File: src/rtl/traffic_pkg.sv
// -----------------------------------------------------------------------------
// traffic_pkg
//   Shared definitions for the intersection controller and its front-end
//   conditioners: the vehicle-detector FSM state encoding, default timing
//   constants and the lamp encoding driven by the controller.
//   No ports (package).
// -----------------------------------------------------------------------------
package traffic_pkg;

    // Vehicle-detector demand FSM.
    typedef enum logic [1:0] {
        IDLE   = 2'd0,
        DEMAND = 2'd1,
        HOLD   = 2'd2
    } veh_state_e;

    // Default timing constants, in clock edges.
    localparam int DEB_CYCLES_DEF   = 3;
    localparam int HOLD_CYCLES_DEF  = 5;
    localparam int STUCK_CYCLES_DEF = 200;

    // Lamp encoding used by the intersection controller.
    typedef enum logic [1:0] {
        LAMP_GREEN  = 2'd0,
        LAMP_YELLOW = 2'd1,
        LAMP_RED    = 2'd2
    } lamp_e;

endpackage

File: src/rtl/det_debounce.sv
// -----------------------------------------------------------------------------
// det_debounce
//   Two-flop synchroniser followed by a mismatch-run debouncer. The debounced
//   level flips after DEB_CYCLES consecutive synchronised samples disagree
//   with it; any agreeing sample restarts the run.
//
//   Ports:
//     Clk    in   system clock, rising edge
//     reset  in   synchronous, active-low reset
//     din    in   raw asynchronous input
//     dout   out  debounced level that is registered on the coming edge
//                 (decoded only from flops). Downstream logic registers it
//                 and compares against its own copy to see rises/falls on
//                 the very edge they happen.
// -----------------------------------------------------------------------------
module det_debounce
    import traffic_pkg::*;
#(
    parameter int DEB_CYCLES = DEB_CYCLES_DEF   // 1..15
) (
    input  logic Clk,
    input  logic reset,
    input  logic din,
    output logic dout
);

    localparam int CW = 4;

    logic          s1_q;
    logic          det_s_q;
    logic          level_q, level_d;
    logic [CW-1:0] cnt_q, cnt_d;

    // NOTE: every signal assigned in always_comb gets a default first, so no
    // path leaves it unassigned and no latch is inferred.
    always_comb begin
        level_d = level_q;
        cnt_d   = '0;
        if (det_s_q != level_q) begin
            // This edge completes the run of DEB_CYCLES disagreeing samples.
            if (cnt_q == CW'(DEB_CYCLES - 1)) begin
                level_d = ~level_q;
            end else begin
                cnt_d = cnt_q + CW'(1);
            end
        end
    end

    // NOTE: sequential state uses non-blocking assignments only, so every
    // flop samples the pre-edge values of the others.
    always_ff @(posedge Clk) begin
        if (!reset) begin
            s1_q    <= 1'b0;
            det_s_q <= 1'b0;
            level_q <= 1'b0;
            cnt_q   <= '0;
        end else begin
            s1_q    <= din;
            det_s_q <= s1_q;
            level_q <= level_d;
            cnt_q   <= cnt_d;
        end
    end

    assign dout = level_d;

endmodule

File: src/rtl/veh_detector.sv
// -----------------------------------------------------------------------------
// veh_detector
//   Side-road vehicle-detector conditioner feeding the intersection
//   controller's car-waiting input. Synchronises and debounces the loop
//   signal, stretches demand across short gaps between vehicles and counts
//   arrivals since the side road was last served.
//
//   Ports:
//     Clk       in   system clock, rising edge
//     reset     in   synchronous, active-low reset
//     det_raw   in   raw inductive-loop signal, asynchronous to Clk
//     SG        in   side-road green; clears the arrival count
//     C         out  registered car demand to the controller
//     presence  out  registered debounced vehicle presence
//     arrivals  out  saturating arrival count [CNT_W]
//     stuck     out  stuck-on loop fault (constant 0 unless VEH_DET_STUCK_EN)
//
//   Build option: define VEH_DET_STUCK_EN to add the stuck-on fault
//   detector (forces C high and freezes arrivals once tripped).
// -----------------------------------------------------------------------------
module veh_detector
    import traffic_pkg::*;
#(
    parameter int DEB_CYCLES   = DEB_CYCLES_DEF,    // 1..15
    parameter int HOLD_CYCLES  = HOLD_CYCLES_DEF,   // 1..255
    parameter int CNT_W        = 8,
    parameter int STUCK_CYCLES = STUCK_CYCLES_DEF
) (
    input  logic             Clk,
    input  logic             reset,
    input  logic             det_raw,
    input  logic             SG,
    output logic             C,
    output logic             presence,
    output logic [CNT_W-1:0] arrivals,
    output logic             stuck
);

    logic             presence_nxt;
    logic             presence_q;
    logic             rise, fall;
    veh_state_e       state_q, state_d;
    logic [7:0]       hold_q, hold_d;
    logic [CNT_W-1:0] arrivals_q, arrivals_d;
    logic             c_q, c_d;

    det_debounce #(
        .DEB_CYCLES (DEB_CYCLES)
    ) u_debounce (
        .Clk   (Clk),
        .reset (reset),
        .din   (det_raw),
        .dout  (presence_nxt)
    );

    // Edges of presence, seen on the edge where presence itself changes.
    assign rise = presence_nxt & ~presence_q;
    assign fall = ~presence_nxt & presence_q;

`ifdef VEH_DET_STUCK_EN
    localparam int SW = $clog2(STUCK_CYCLES + 1);

    logic [SW-1:0] stuck_cnt_q, stuck_cnt_d;
    logic          stuck_q, stuck_d;

    // Counts edges that leave presence high; saturates at the trip point.
    always_comb begin
        stuck_cnt_d = '0;
        if (presence_nxt) begin
            stuck_cnt_d = (stuck_cnt_q == SW'(STUCK_CYCLES)) ? stuck_cnt_q
                                                              : stuck_cnt_q + SW'(1);
        end
        stuck_d = stuck_q | (stuck_cnt_d == SW'(STUCK_CYCLES));
    end

    always_ff @(posedge Clk) begin
        if (!reset) begin
            stuck_cnt_q <= '0;
            stuck_q     <= 1'b0;
        end else begin
            stuck_cnt_q <= stuck_cnt_d;
            stuck_q     <= stuck_d;
        end
    end

    assign stuck = stuck_q;
`else
    assign stuck = 1'b0;
`endif

    always_comb begin
        state_d    = state_q;
        hold_d     = hold_q;
        arrivals_d = arrivals_q;

        unique case (state_q)
            IDLE: begin
                if (rise) state_d = DEMAND;
            end
            DEMAND: begin
                if (fall) begin
                    state_d = HOLD;
                    hold_d  = 8'(HOLD_CYCLES);
                end
            end
            HOLD: begin
                // A new vehicle wins over hold expiry on the same edge.
                if (rise) begin
                    state_d = DEMAND;
                end else begin
                    hold_d = hold_q - 8'd1;
                    if (hold_d == 8'd0) state_d = IDLE;
                end
            end
            default: state_d = IDLE;
        endcase

        // Clear on service first, then count, so clear+arrival gives 1.
        if (SG) arrivals_d = '0;
        if (rise && (arrivals_d != '1)) arrivals_d = arrivals_d + CNT_W'(1);

`ifdef VEH_DET_STUCK_EN
        if (stuck_q) arrivals_d = arrivals_q;
        c_d = (state_d != IDLE) | stuck_d;
`else
        c_d = (state_d != IDLE);
`endif
    end

    always_ff @(posedge Clk) begin
        if (!reset) begin
            presence_q <= 1'b0;
            state_q    <= IDLE;
            hold_q     <= '0;
            arrivals_q <= '0;
            c_q        <= 1'b0;
        end else begin
            presence_q <= presence_nxt;
            state_q    <= state_d;
            hold_q     <= hold_d;
            arrivals_q <= arrivals_d;
            c_q        <= c_d;
        end
    end

    assign C        = c_q;
    assign presence = presence_q;
    assign arrivals = arrivals_q;

endmodule

File: config.mk
export PLATFORM = sky130hd
export DESIGN_NAME = veh_detector
export DESIGN_NICKNAME = d
export VERILOG_FILES = /design/src/rtl/traffic_pkg.sv /design/src/rtl/det_debounce.sv /design/src/rtl/veh_detector.sv
export SDC_FILE = /design/constraint.sdc
export NUM_CORES = 1
export LEC_CHECK = 0
export ABC_CLOCK_PERIOD_IN_PS = 3900
export BUFFER_PORTS_ARGS = -buffer_cell sky130_fd_sc_hd__clkbuf_2
export CAP_MARGIN = 20
export CELL_PAD_IN_SITES_DETAIL_PLACEMENT = 2
export CELL_PAD_IN_SITES_GLOBAL_PLACEMENT = 2
export CORE_MARGIN = 5
export CORE_UTILIZATION = 37
export DETAILED_ROUTE_END_ITERATION = 10
export PLACE_DENSITY = 0.89
export SETUP_SLACK_MARGIN = 0.1
export SYNTH_ARGS = -nofsm -noshare
export SYNTH_HDL_FRONTEND = slang
export SYNTH_HIERARCHICAL = 1
export SYNTH_SLANG_ARGS = --single-unit
File: constraint.sdc
create_clock -name Clk -period 3.9 [get_ports Clk]
set_input_delay 0.195 -clock Clk [delete_from_list [all_inputs] [get_ports Clk]]
set_output_delay 0.195 -clock Clk [all_outputs]
set_load 0.02 [all_outputs]
==> out/qor.tcl <==
set qor(cts_sinks) 27
set qor(final.setup.tns_ns) 0
set qor(ff2ff_path_depth) 8
set qor(post_synthesis_net_count) 169
set qor(post_cts.repair.setup_buffers) 0
set qor(num_antenna_cells) 0
set qor(path_class) {reg -> reg}
set qor(fraction_of_final_layout_cells_with_drive_strength_greater_than_1_pct) 14.0
set qor(overflow_left_after_global_routing) 0
set qor(pin_count) 15
set qor(ctsHoldBuffers) 0
set qor(synthesis.area_sq_um) 1390
set qor(maxCapViolations) 0
set qor(htree_num_levels) 1
set qor(crit-reg2reg-capture) {hold_q[4]}
set qor(rows) 22
set qor(num-nets-final) 181
set qor(ctsResizeCount) 0
set qor(end_kind) {flop}
set qor(dr.pass1.iters) 4
set qor(max-vdd-ir-drop_v) 0.000171
set qor(worst_pin_slew_ns) 0.512
set qor(clkLatencyLatePin_ns) 0.28
set qor(critPathArrivalTime_ns) 2.62
set qor(hpwl_mm) 2.88
set qor(tritoncts_clock_tree) {yes}
set qor(port_buffers) 13
set qor(layout_setup_ws_ns) 1.49
set qor(final_antenna_net_count) 0
set qor(synth.distinct_cells) 47
set qor(finalCriticalPeriod_ns) 2.41
set qor(synthesis.area_per_instance_sq_um) 8.69
set qor(ys_seq_elements) 27
set qor(routed-via-count) 1175
set qor(numCtsBuffers) 3
set qor(drc) 0
set qor(hold_class) {in -> reg}
set qor(die_area_sq_um) 5080
set qor(synth.area.top_cells) {sky130_fd_sc_hd__dfxtp_1 (39%), sky130_fd_sc_hd__nor2_1 (7.6%), sky130_fd_sc_hd__ha_1 (4.5%)}
set qor(grt_first_pass_wirelength_mm) 6.27
set qor(fill_cells) 412
set qor(postSynthCellCount) 160
set qor(grt_antenna_before_repair) 0
set qor(routed_via_density) 5.37
set qor(dp.cells) 215
set qor(power_leakage_uw) 0.000601
set qor(area_added_between_synthesis_and_finish_pct) 9.72
set qor(cp-startpoint) {u_debounce/cnt_q[0]}
set qor(yosys.cell_count.top_type) {sky130_fd_sc_hd__nor2_1}
set qor(worstSetupStartpointType) {flop}
set qor(post_layout_nonfiller_instances) 219
set qor(floorplan.die.width_microns) 71.3
set qor(route.detailed.wl_per_inst_microns) 16.9
set qor(grt_start_max_net_pins) 15
set qor(groute.usage.overall_pct) 15.4
set qor(gp_congestion) 0.749
set qor(post-route-period-util_pct) 61.9
set qor(hold_viol) 0
set qor(chip_height_microns) 71.3
set qor(detailedRoute.firstIterationViolations) 43
set qor(synth_common_cells) {sky130_fd_sc_hd__nor2_1 (28), sky130_fd_sc_hd__dfxtp_1 (27), sky130_fd_sc_hd__nand2_1 (8)}
set qor(post_synth_edffs) 0
set qor(synth-warning-count) 6
set qor(grt_pass1_vias) 1275
set qor(fin_worst_hold_slack_ns) 0.119
set qor(cp_max_fo) 11
set qor(r2r_setup_slack_ns) 1.49
set qor(slew_violations) 0
set qor(cts_root_buf) {sky130_fd_sc_hd__clkbuf_8}
set qor(crit_path_end) {hold_q[4]}
set qor(crit_required_ns) 4.11
set qor(routed_wirelength_mm) 3.71
set qor(clk_pin_slew_worst_paths_ns) 0.09
set qor(unrepaired_setup_endpoints_after_global_routing) {no}
set qor(floorplan.core_area_sq_um) 3660
set qor(clockBufferDepth) 2
set qor(yosys.area.top_type) {sky130_fd_sc_hd__dfxtp_1}
set qor(p_per_area_nw_per_um2) 296
set qor(status) {complete, no violations}
set qor(yosysTopAreaCellShare_pct) 38.9
set qor(start_util_pct) 38.0
set qor(worst_slew_margin_rel_pct) 65.4
set qor(crit-reg2reg-launch) {u_debounce/cnt_q[0]}
set qor(clock.fmax_mhz) 415
set qor(pre_cts_slack_ns) 1.50
set qor(synth_sequential_area_ratio_pct) 38.9
set qor(skew_ns) 0.00267
set qor(ys_dominant_reg_cell) {sky130_fd_sc_hd__dfxtp_1}
set qor(async_flop_share_pct) 0
set qor(setup_viol) 0
-- routing by layer --
metal,track usage [%],vias to the layer above,part of all wire (%)
met3,2.95,9,2.0
met1,17.8,573,45
met2,27.0,16,50
met5,0,-,0
met4,7.52,0,3.1
li1,-,577,-
-- through the flow --
step | util (%) | instance area [sq um] | power, uW
6_report | 41.7 | 1530 | 451
5_1_grt | 41.7 | 1530 | 468
4_1_cts | 41.7 | 1530 | 458
3_5_place_dp | 40.4 | 1480 | 295
3_3_place_gp | 40.4 | 1480 | 294
2_1_floorplan | - | 1390 | 290
-- cell type report --
class | instances | area, sq um | area share [%]
tap | 48 | 60.1 | 3.94
sequential | 27 | 541 | 35.4
timing repair buffer | 13 | 65.1 | 4.27
inverter | 5 | 18.8 | 1.23
multi-input combinational | 122 | 796 | 52.2
clock buffer | 4 | 45.0 | 2.95
-- worst max-delay path, stage by stage (launching register included) --
cell and delay [ns]:
sky130_fd_sc_hd__dfxtp_1 0.41, sky130_fd_sc_hd__inv_1 0.07, sky130_fd_sc_hd__ha_1 0.19, sky130_fd_sc_hd__nor3b_2 0.16, sky130_fd_sc_hd__mux2_4 0.34, sky130_fd_sc_hd__nand2b_1 0.26, sky130_fd_sc_hd__nand2_1 0.32, sky130_fd_sc_hd__or3_1 0.45
sky130_fd_sc_hd__a21oi_1 0.15
-- flip-flops by register name, indices dropped and copies added, names as in the netlist --
register,count
state_q,2
hold_q,8
u_debounce/level_q,1
u_debounce/s1_q,1
presence,1
u_debounce/cnt_q,4
arrivals,8
C,1
u_debounce/det_s_q,1
-- cells by family (layout without fill, tap and decap cells) --
family	Yosys count	after routing	share of synthesized area (%)
simple gates	79	79	31.1
flops	27	27	38.9
compound gates	24	24	12.6
xor+xnor	11	11	6.93
buf+inv	11	22	3.87
fa+ha+maj	5	5	4.50
mux	2	2	1.80
other cells	1	1	0.270
-- worst min path at each step --
| stage | from | end | cells after the start |
|---|---|---|---|
| final | det_raw | u_debounce/s1_q | 2 |
| after global routing | det_raw | u_debounce/s1_q | 2 |
| after CTS | det_raw | u_debounce/s1_q | 2 |
| after detailed placement | det_raw | u_debounce/s1_q | 2 |
| after global placement | det_raw | u_debounce/s1_q | 2 |
| after floorplan | reset | u_debounce/det_s_q | 1 |
-- cell usage in the layout (no fill, tap or decap), types with 5 or more instances in the layout --
| cell | n |
|---|---|
| sky130_fd_sc_hd__nor2_1 | 28 |
| sky130_fd_sc_hd__inv_1 | 5 |
| sky130_fd_sc_hd__dfxtp_1 | 27 |
| sky130_fd_sc_hd__nand2_1 | 8 |
| sky130_fd_sc_hd__nand2b_1 | 6 |
| sky130_fd_sc_hd__ha_1 | 5 |
| sky130_fd_sc_hd__xnor2_1 | 7 |
| sky130_fd_sc_hd__a21oi_1 | 6 |
| sky130_fd_sc_hd__clkbuf_2 | 13 |
| sky130_fd_sc_hd__nand3_1 | 5 |
-- power by group --
group | switching [uW] | internal (uW)
logic | 7.33 | 3.12
clock network | 89.3 | 73.5
registers | 0.860 | 277
total | 97.5 | 353
No activity file was read; power rests on OpenSTA's default activity.
